==> src/rtl/fft_ctrl_pkg.sv <==
// Shared definitions for the per-stage FFT pipeline controllers:
// state encoding and the size helpers used to derive counter/address widths.
package fft_ctrl_pkg;

    typedef enum logic [1:0] {
        ST_IDLE  = 2'd0,
        ST_RUN   = 2'd1,
        ST_FLUSH = 2'd2
    } fft_state_e;

    function automatic int max1(input int w);
        return (w < 1) ? 1 : w;
    endfunction

    function automatic int log2n(input int n);
        return (n <= 1) ? 1 : $clog2(n);
    endfunction

    function automatic int half_blk(input int nfft, input int stage);
        return nfft >> stage;
    endfunction

    // Twiddle ROM address width; a degenerate 2-point FFT still gets one bit.
    function automatic int tw_addr_w(input int nfft);
        return max1(log2n(nfft) - 1);
    endfunction

endpackage

==> src/rtl/sdf_beat_counter.sv <==
// Enabled up-counter that wraps MAXV -> 0, with synchronous clear and a
// terminal-count flag decoded from the current value.
module sdf_beat_counter #(
    parameter int WIDTH = 3,
    parameter int MAXV  = 7
) (
    input  logic             clk,
    input  logic             rst,
    input  logic             i_clr,
    input  logic             i_en,
    output logic [WIDTH-1:0] o_cnt,
    output logic             o_tc
);

    logic [WIDTH-1:0] r_cnt;

    assign o_cnt = r_cnt;
    assign o_tc  = (r_cnt == WIDTH'(MAXV));

    always_ff @(posedge clk or negedge rst) begin
        if (!rst) begin
            r_cnt <= '0;
        end else if (i_clr) begin
            r_cnt <= '0;
        end else if (i_en) begin
            r_cnt <= o_tc ? '0 : r_cnt + 1'b1;
        end
    end

endmodule

==> src/rtl/sdf_stage_seq_ctrl.sv <==
// Per-stage sequencer for a radix-2 DIF SDF FFT: butterfly mux select, twiddle
// ROM address/enable and output-valid for one stage, with stall, multi-frame and flush.
//
//  state | meaning
//  IDLE  | waiting for start; no samples accepted
//  RUN   | accepting beats; sel follows the half-block bit of the beat counter
//  FLUSH | D cycles draining the delay line through the twiddle multiplier
module sdf_stage_seq_ctrl
    import fft_ctrl_pkg::*;
#(
    parameter int NFFT     = 128,
    parameter int STAGE_NO = 1,
    parameter int FRM_W    = 16
) (
    input  logic                          clk,
    input  logic                          rst,
    input  logic                          i_start,
    input  logic [FRM_W-1:0]              i_num_frames,
    input  logic                          i_stop,
    input  logic                          i_in_valid,
    output logic                          o_in_ready,
    output logic                          o_sel,
    output logic                          o_tw_en,
    output logic [tw_addr_w(NFFT)-1:0]    o_tw_addr,
    output logic                          o_out_valid,
    output logic                          o_frame_done,
    output logic                          o_busy,
    output logic                          o_run_done
);

    localparam int LOG2N = log2n(NFFT);
    localparam int D     = half_blk(NFFT, STAGE_NO);
    localparam int JW    = max1(LOG2N - STAGE_NO);
    localparam int TW_W  = tw_addr_w(NFFT);
    localparam int H_BIT = LOG2N - STAGE_NO;

    fft_state_e         r_state;
    fft_state_e         w_state_nxt;

    logic [LOG2N-1:0]   w_k;
    logic               w_k_tc;
    logic               w_k_en;
    logic               w_k_clr;
    logic [JW-1:0]      w_fl;
    logic               w_fl_tc;
    logic               w_fl_en;

    logic [JW-1:0]      w_j;
    logic               w_h;
    logic [TW_W-1:0]    w_tw_run;
    logic [TW_W-1:0]    w_tw_fl;

    logic               w_load;
    logic               w_frm_inc;
    logic               w_prime_set;
    logic               w_end;
    logic [FRM_W-1:0]   w_frm_nxt;

    logic [FRM_W-1:0]   r_num_frames;
    logic [FRM_W-1:0]   r_frm_cnt;
    logic               r_stop;
    logic               r_prime;

    sdf_beat_counter #(
        .WIDTH (LOG2N),
        .MAXV  (NFFT - 1)
    ) u_k_cnt (
        .clk   (clk),
        .rst   (rst),
        .i_clr (w_k_clr),
        .i_en  (w_k_en),
        .o_cnt (w_k),
        .o_tc  (w_k_tc)
    );

    sdf_beat_counter #(
        .WIDTH (JW),
        .MAXV  (D - 1)
    ) u_fl_cnt (
        .clk   (clk),
        .rst   (rst),
        .i_clr (w_load),
        .i_en  (w_fl_en),
        .o_cnt (w_fl),
        .o_tc  (w_fl_tc)
    );

    // j is k mod D; the mask is zero when D=1 so j collapses to 0.
    assign w_j      = JW'(w_k & LOG2N'(D - 1));
    assign w_h      = w_k[H_BIT];
    assign w_tw_run = TW_W'(w_j) << (STAGE_NO - 1);
    assign w_tw_fl  = TW_W'(w_fl) << (STAGE_NO - 1);

    // Frame count saturates so a continuous run never aliases onto num_frames.
    assign w_frm_nxt = (&r_frm_cnt) ? r_frm_cnt : r_frm_cnt + 1'b1;
    assign w_end     = ((r_num_frames != '0) && (w_frm_nxt == r_num_frames))
                       || r_stop || i_stop;

    assign o_busy = (r_state != ST_IDLE);

    always_ff @(posedge clk or negedge rst) begin
        if (!rst) begin
            r_state <= ST_IDLE;
        end else begin
            r_state <= w_state_nxt;
        end
    end

    always_comb begin
        w_state_nxt  = r_state;
        o_in_ready   = 1'b0;
        o_sel        = 1'b0;
        o_out_valid  = 1'b0;
        o_tw_en      = 1'b0;
        o_tw_addr    = '0;
        o_frame_done = 1'b0;
        o_run_done   = 1'b0;
        w_k_en       = 1'b0;
        w_k_clr      = 1'b0;
        w_fl_en      = 1'b0;
        w_load       = 1'b0;
        w_frm_inc    = 1'b0;
        w_prime_set  = 1'b0;

        case (r_state)
            ST_IDLE: begin
                if (i_start) begin
                    w_state_nxt = ST_RUN;
                    w_load      = 1'b1;
                    w_k_clr     = 1'b1;
                end
            end

            ST_RUN: begin
                o_in_ready = 1'b1;
                o_sel      = w_h;
                if (i_in_valid) begin
                    w_k_en      = 1'b1;
                    o_tw_en     = r_prime & ~w_h;
                    o_out_valid = o_tw_en | w_h;
                    if (o_tw_en) begin
                        o_tw_addr = w_tw_run;
                    end
                    // Delay line holds valid data once the first half-block is in.
                    if (w_j == JW'(D - 1)) begin
                        w_prime_set = 1'b1;
                    end
                    if (w_k_tc) begin
                        o_frame_done = 1'b1;
                        w_frm_inc    = 1'b1;
                        if (w_end) begin
                            w_state_nxt = ST_FLUSH;
                        end
                    end
                end
            end

            ST_FLUSH: begin
                o_out_valid = 1'b1;
                o_tw_en     = 1'b1;
                o_tw_addr   = w_tw_fl;
                w_fl_en     = 1'b1;
                if (w_fl_tc) begin
                    o_run_done  = 1'b1;
                    w_state_nxt = ST_IDLE;
                end
            end

            default: begin
                w_state_nxt = ST_IDLE;
            end
        endcase
    end

    always_ff @(posedge clk or negedge rst) begin
        if (!rst) begin
            r_num_frames <= '0;
            r_frm_cnt    <= '0;
            r_stop       <= 1'b0;
            r_prime      <= 1'b0;
        end else if (w_load) begin
            r_num_frames <= i_num_frames;
            r_frm_cnt    <= '0;
            r_stop       <= 1'b0;
            r_prime      <= 1'b0;
        end else begin
            if (w_frm_inc) begin
                r_frm_cnt <= w_frm_nxt;
            end
            if ((r_state == ST_RUN) && i_stop) begin
                r_stop <= 1'b1;
            end
            if (w_prime_set) begin
                r_prime <= 1'b1;
            end
        end
    end

endmodule

==> config.mk <==
export PLATFORM = sky130hd
export DESIGN_NAME = sdf_stage_seq_ctrl
export DESIGN_NICKNAME = d
export VERILOG_FILES = /design/src/rtl/fft_ctrl_pkg.sv /design/src/rtl/sdf_beat_counter.sv /design/src/rtl/sdf_stage_seq_ctrl.sv
export SDC_FILE = /design/constraint.sdc
export NUM_CORES = 1
export LEC_CHECK = 0
export ABC_AREA = 1
export CAP_MARGIN = 20
export CORE_ASPECT_RATIO = 0.9
export CORE_MARGIN = 4
export CORE_UTILIZATION = 57
export DETAILED_ROUTE_END_ITERATION = 8
export PLACE_DENSITY = 0.81
export SYNTH_ARGS = -nofsm -noshare
export SYNTH_HDL_FRONTEND = slang
export SYNTH_SLANG_ARGS = --single-unit
==> constraint.sdc <==
create_clock -name clk -period 2.6 [get_ports clk]
set_input_delay 0.39 -clock clk [delete_from_list [all_inputs] [get_ports clk]]
set_output_delay 0.39 -clock clk [all_outputs]
set_load 0.03 [all_outputs]
# Word level (Yosys, flattened, before mapping)

Index checks and enable logic that the tools add are counted.

Flip-flop bits (word level): 49
Bits of input ports: 21
Word-level logic and storage cells: 79

$add $sub $neg: 3
Equal/unequal tests: 11
Mux-type cells: 41
Bitwise operators: 3
Reduce and logical (&&, ||, !) cells: 14

Operators by type and width:

| operator                                                                | count |
|---|---|
| 16-bit two-way mux                                                      | 3 |
| 6-bit two-way mux                                                       | 5 |
| 1-bit two-way mux                                                       | 21 |
| 7-bit two-way mux                                                       | 3 |
| 16-bit by 1-bit adder with 16-bit output, second input constant         | 1 |
| 16-bit equality test                                                    | 1 |
| 16-bit AND reduction                                                    | 1 |
| 16-bit nonzero test                                                     | 1 |
| 6-bit equality test, second input constant                              | 2 |
| 6-bit one-hot mux with 2 select lines                                   | 1 |
| 2-bit nonzero test                                                      | 6 |
| 2-bit two-way mux                                                       | 5 |
| 7-bit by 1-bit adder with 7-bit output, second input constant           | 1 |
| 7-bit equality test, second input constant                              | 1 |
| 6-bit by 1-bit adder with 6-bit output, second input constant           | 1 |
| 2-bit inequality test, second input constant                            | 3 |
| 2-bit one-hot mux with 3 select lines                                   | 1 |
| 5-bit AND reduction                                                     | 1 |
| 2-bit by 1-bit inequality test with 1-bit output, second input constant | 2 |
| 1-bit one-hot mux with 2 select lines                                   | 2 |
| 2-bit by 1-bit equality test with 1-bit output, second input constant   | 1 |
| 2-bit equality test, second input constant                              | 1 |
| 1-bit logical AND                                                       | 2 |
| 2-bit logical NOT                                                       | 1 |
| 4 further kinds                                                         | 5 |

# Depth between registers and ports, before layout

Depth after elaboration: 10
Gate-level depth with buffers: 18

# Cells and area by module

A second synthesis with hierarchy kept.

Cells, all modules: 476
Area, all modules: 3,281.9 um2

By module, submodules not included:

| module                      | instances | cells each | area an instance (um2) | seq. area each (um2) |
|---|---|---|---|---|
| sdf_stage_seq_ctrl          | 1         | 370        | 2,519.9                | 900.9 |
| sdf_beat_counter (u_k_cnt)  | 1         | 55         | 420.4                  | 175.2 |
| sdf_beat_counter (u_fl_cnt) | 1         | 51         | 341.6                  | 150.1 |

# Worst setup path after synthesis

OpenSTA, ideal clock, no wires.

Kind: reg-to-output
Start point: register r_state[1]
End point: output o_tw_addr[0]
Arrival: 2.127 ns
Data required time: 2.210 ns
Path slack: 0.083 ns
Cell stages (with the launch flop): 10
Path buffers: 1
Cells stage by stage: dfrtp_1 > inv_1 > ha_1 > clkbuf_1 > nand2_1 > inv_1 > nand2_1 > inv_1 > nand2_1 > a21oi_1

Cells in the longest elaborated chain, start to end: 2
Elaborated cells on any way between the ends: 3
Those cells by class: 2 x eq/ne; 1 x mux

Ends and longest elaborated chain:

| what                                                                                         | RTL line                  | source |
|---|---|---|
| start: declaration                                                                           | sdf_stage_seq_ctrl.sv:37  | `fft_state_e r_state;` |
| start signal: assignment                                                                     | sdf_stage_seq_ctrl.sv:105 | `r_state <= w_state_nxt;` |
| 2-bit equality test / 2-bit by 1-bit equality test with 1-bit output (equally long branches) | sdf_stage_seq_ctrl.sv:125 | `case (r_state)` |
| 6-bit one-hot mux with 2 select lines (*)                                                    | sdf_stage_seq_ctrl.sv:125 |  |
| end: declaration                                                                             | sdf_stage_seq_ctrl.sv:24  | `output logic [tw_addr_w(NFFT)-1:0] o_tw_addr,` |

Every way passes the cells marked *; elsewhere a longest branch is shown, timed or not.

# Final worst setup path

Start point: register r_state[1]
End point: output o_tw_addr[2]

The elaborated chain is that of the path after synthesis.

==> results.json <==
{
  "status": "completed",
  "rsz0062_at_grt": "false",
  "placementRows": 25,
  "critical_path_class": "flop to output port",
  "dr.pass1.iters": 5,
  "synth_area_leaders": "dfrtp_1, nand2_1, nand3_1",
  "cts_root_buffer": "clkbuf_8",
  "drv_slew": 0,
  "grt_pass1_wl_mm": 12.9,
  "cts-resized-gates": 0,
  "yosysWarnings": 0,
  "fmax_ghz": 0.419,
  "grt_pass1_vias": 2722,
  "setup_viol": 0,
  "drc_errors": 0,
  "drt_wl_total_mm": 7.50,
  "yosysTopAreaCellShare_pct": 40.1,
  "p_total_w": 0.00248,
  "synth_top_cell_by_area": "dfrtp_1",
  "period_needed_ns": 2.38,
  "critPathArrivalTime_ns": 1.99,
  "min_path_type": "primary input to async pin",
  "syn-instance-count": 431,
  "seq_area_frac_synth_pct": 40.1,
  "leakagePower_nw": 1.73,
  "ant_nets": 0,
  "hold_violations": 0,
  "layout-drive-gt1-share_pct": 8.76,
  "path_max_fanout": 8,
  "yosys_most_used_dff": "dfrtp_1",
  "syn2layout_area_growth_pct": 15.9,
  "cts_tree": "yes",
  "drv_cap": 0,
  "hold-worst-slack_ns": 0.0604,
  "cp_data_required_time_ns": 2.21,
  "wl_per_cell_um": 14.0,
  "power.density_mw_per_mm2": 700,
  "ctsHtreeMaxLevel": 2,
  "insertedDiodeCount": 0,
  "cts_buffers": 5,
  "syn_avg_cell_area_um2": 7.09,
  "tritoncts_num_sinks": 49,
  "via_per_inst": 5.47,
  "cts_setup_buffers": 0,
  "finalCritPeriodShare_pct": 91.7,
  "antenna_found_initial": 0,
  "postCtsHoldBufs": 0,
  "clk_latency_ns": 0.30,
  "dp_hpwl_mm": 5.86,
  "yosys-top-cells-count": "nand2_1, inv_1, dfrtp_1",
  "crit_chain": "inv_1 -> ha_4 -> nand2_1 -> inv_1 -> nand2_1 -> inv_1 -> nand2_1 -> a21oi_1 -> buf_4",
  "slowest_stage": "dfrtp_1",
  "ir_drop_mv": 0.582,
  "portBuffers": 33,
  "die_w_um": 85.2,
  "slew_headroom_pct": 74.7,
  "start_kind": "flop",
  "ys_ff_latch": 49,
  "ys_types": 30,
  "max_stage_delay_ns": 0.42,
  "coreArea_mm2": 0.00522,
  "synth_area_mm2": 0.00305,
  "die-area_mm2": 0.00660,
  "worst_slew_pin_slew_ns": 0.377,
  "async_flop_share_pct": 100,
  "synth_most_common_cell": "nand2_1",
  "clock_skew_ns": 0.00392,
  "drtIter0Drc": 234,
  "via_count": 2926,
  "finalNetCount": 495,
  "gr-usage-all-layers_pct": 24.0,
  "dieHeight_um": 77.4,
  "tns_ns": 0,
  "clockBufferDepth": 2,
  "synth_edf_count": 0,
  "start_util_pct": 58.5,
  "pin_count": 34,
  "gp_congestion": 0.991,
  "syn-num-nets": 459,
  "grt-ovfl-total": 0,
  "clkTransAtPathRegs_ns": 0.09,
  "grt_max_degree": 30,
  "cp-end-kind": "output port"
}
through the flow:
step	std cells	setup WS [ns]	util, %	area [um2]
floorplan	431	0.0825	-	3050
finish	535	0.215	67.8	3540
detailed placement	527	0.330	65.9	3440
global route	535	0.0425	67.8	3540
global placement	527	0.417	65.9	3440
CTS	535	0.0998	67.5	3520
power breakdown:
part / switching (W) / total (W) / internal, W
Clock: 0.000247 / 0.000437 / 0.000191
Sequential: 0.000155 / 0.00109 / 0.000932
Combinational: 0.000601 / 0.000954 / 0.000353
cell type report:
| cell class | instances | area [um2] |
|---|---|---|
| multi-input combinational | 317 | 1580 |
| clock inverter | 1 | 7.51 |
| inverter | 54 | 205 |
| sequential | 49 | 1230 |
| clock buffer | 7 | 76.3 |
| tap | 67 | 83.8 |
| timing repair buffer | 40 | 358 |
| fill | 446 | 1680 |
routing by layer:
layer	wire [um]	global-route usage [%]	vias to the layer above
met3	516	4.67	7
met5	0	0	-
met1	3730	37.5	1374
met4	72	5.38	0
met2	3180	34.2	98
li1	-	-	1447
path summary, 6_finish.rpt:
path | from | end | slack [ns] | cells after the start
max | r_state[1] | o_tw_addr[2] | 0.22 | 9
max reg2reg | r_frm_cnt[0] | r_state[0] | 0.28 | 16
min reg2reg | r_stop | r_stop | 0.54 | 2
max in group asynchronous | rst | u_k_cnt.o_cnt[5] | 2.25 | 2
min in group clk | r_stop | r_stop | 0.54 | 2
min | rst | r_frm_cnt[12] | 0.06 | 2
flip-flops by register name, indices dropped and copies added (netlist names):
register        cells
r_frm_cnt          16
r_num_frames       16
r_prime             1
r_state             2
r_stop              1
u_fl_cnt.o_cnt      6
u_k_cnt.o_cnt       7
logic make-up after synthesis:
| family | Yosys count | share of synthesized area [%] |
|---|---|---|
| AOI/OAI and AO/OA | 61 | 10.5 |
| xor gates and xnor gates | 14 | 4.01 |
| adders and majority gates | 7 | 2.87 |
| buffers and inverters | 65 | 8.44 |
| DFF | 49 | 40.1 |
| and+or+nand+nor | 235 | 34.0 |
critical path, delay by kind of cell, from the launching register on:
kind | cells | cell delay, ns
AOI/OAI and AO/OA | 1 | 0.18
and+or+nand+nor | 3 | 0.27
adders and majority gates | 1 | 0.20
DFF | 1 | 0.42
buffers and inverters | 4 | 0.62
layout by cell type, fill, tap and decap left out, types with 3 or more instances in the layout:
master / n
nand2_1: 131
inv_1: 51
dfrtp_1: 49
nand3_1: 39
nor2_1: 37
o21ai_0: 33
clkdlybuf4s50_1: 22
buf_4: 16
a21oi_1: 15
xor2_1: 13
o22ai_1: 8
nand4_1: 7
ha_1: 6
clkbuf_8: 5
nand2_2: 4
nand3_2: 4
nor2_2: 3
Note: power is estimated with default switching activity, not from simulation.
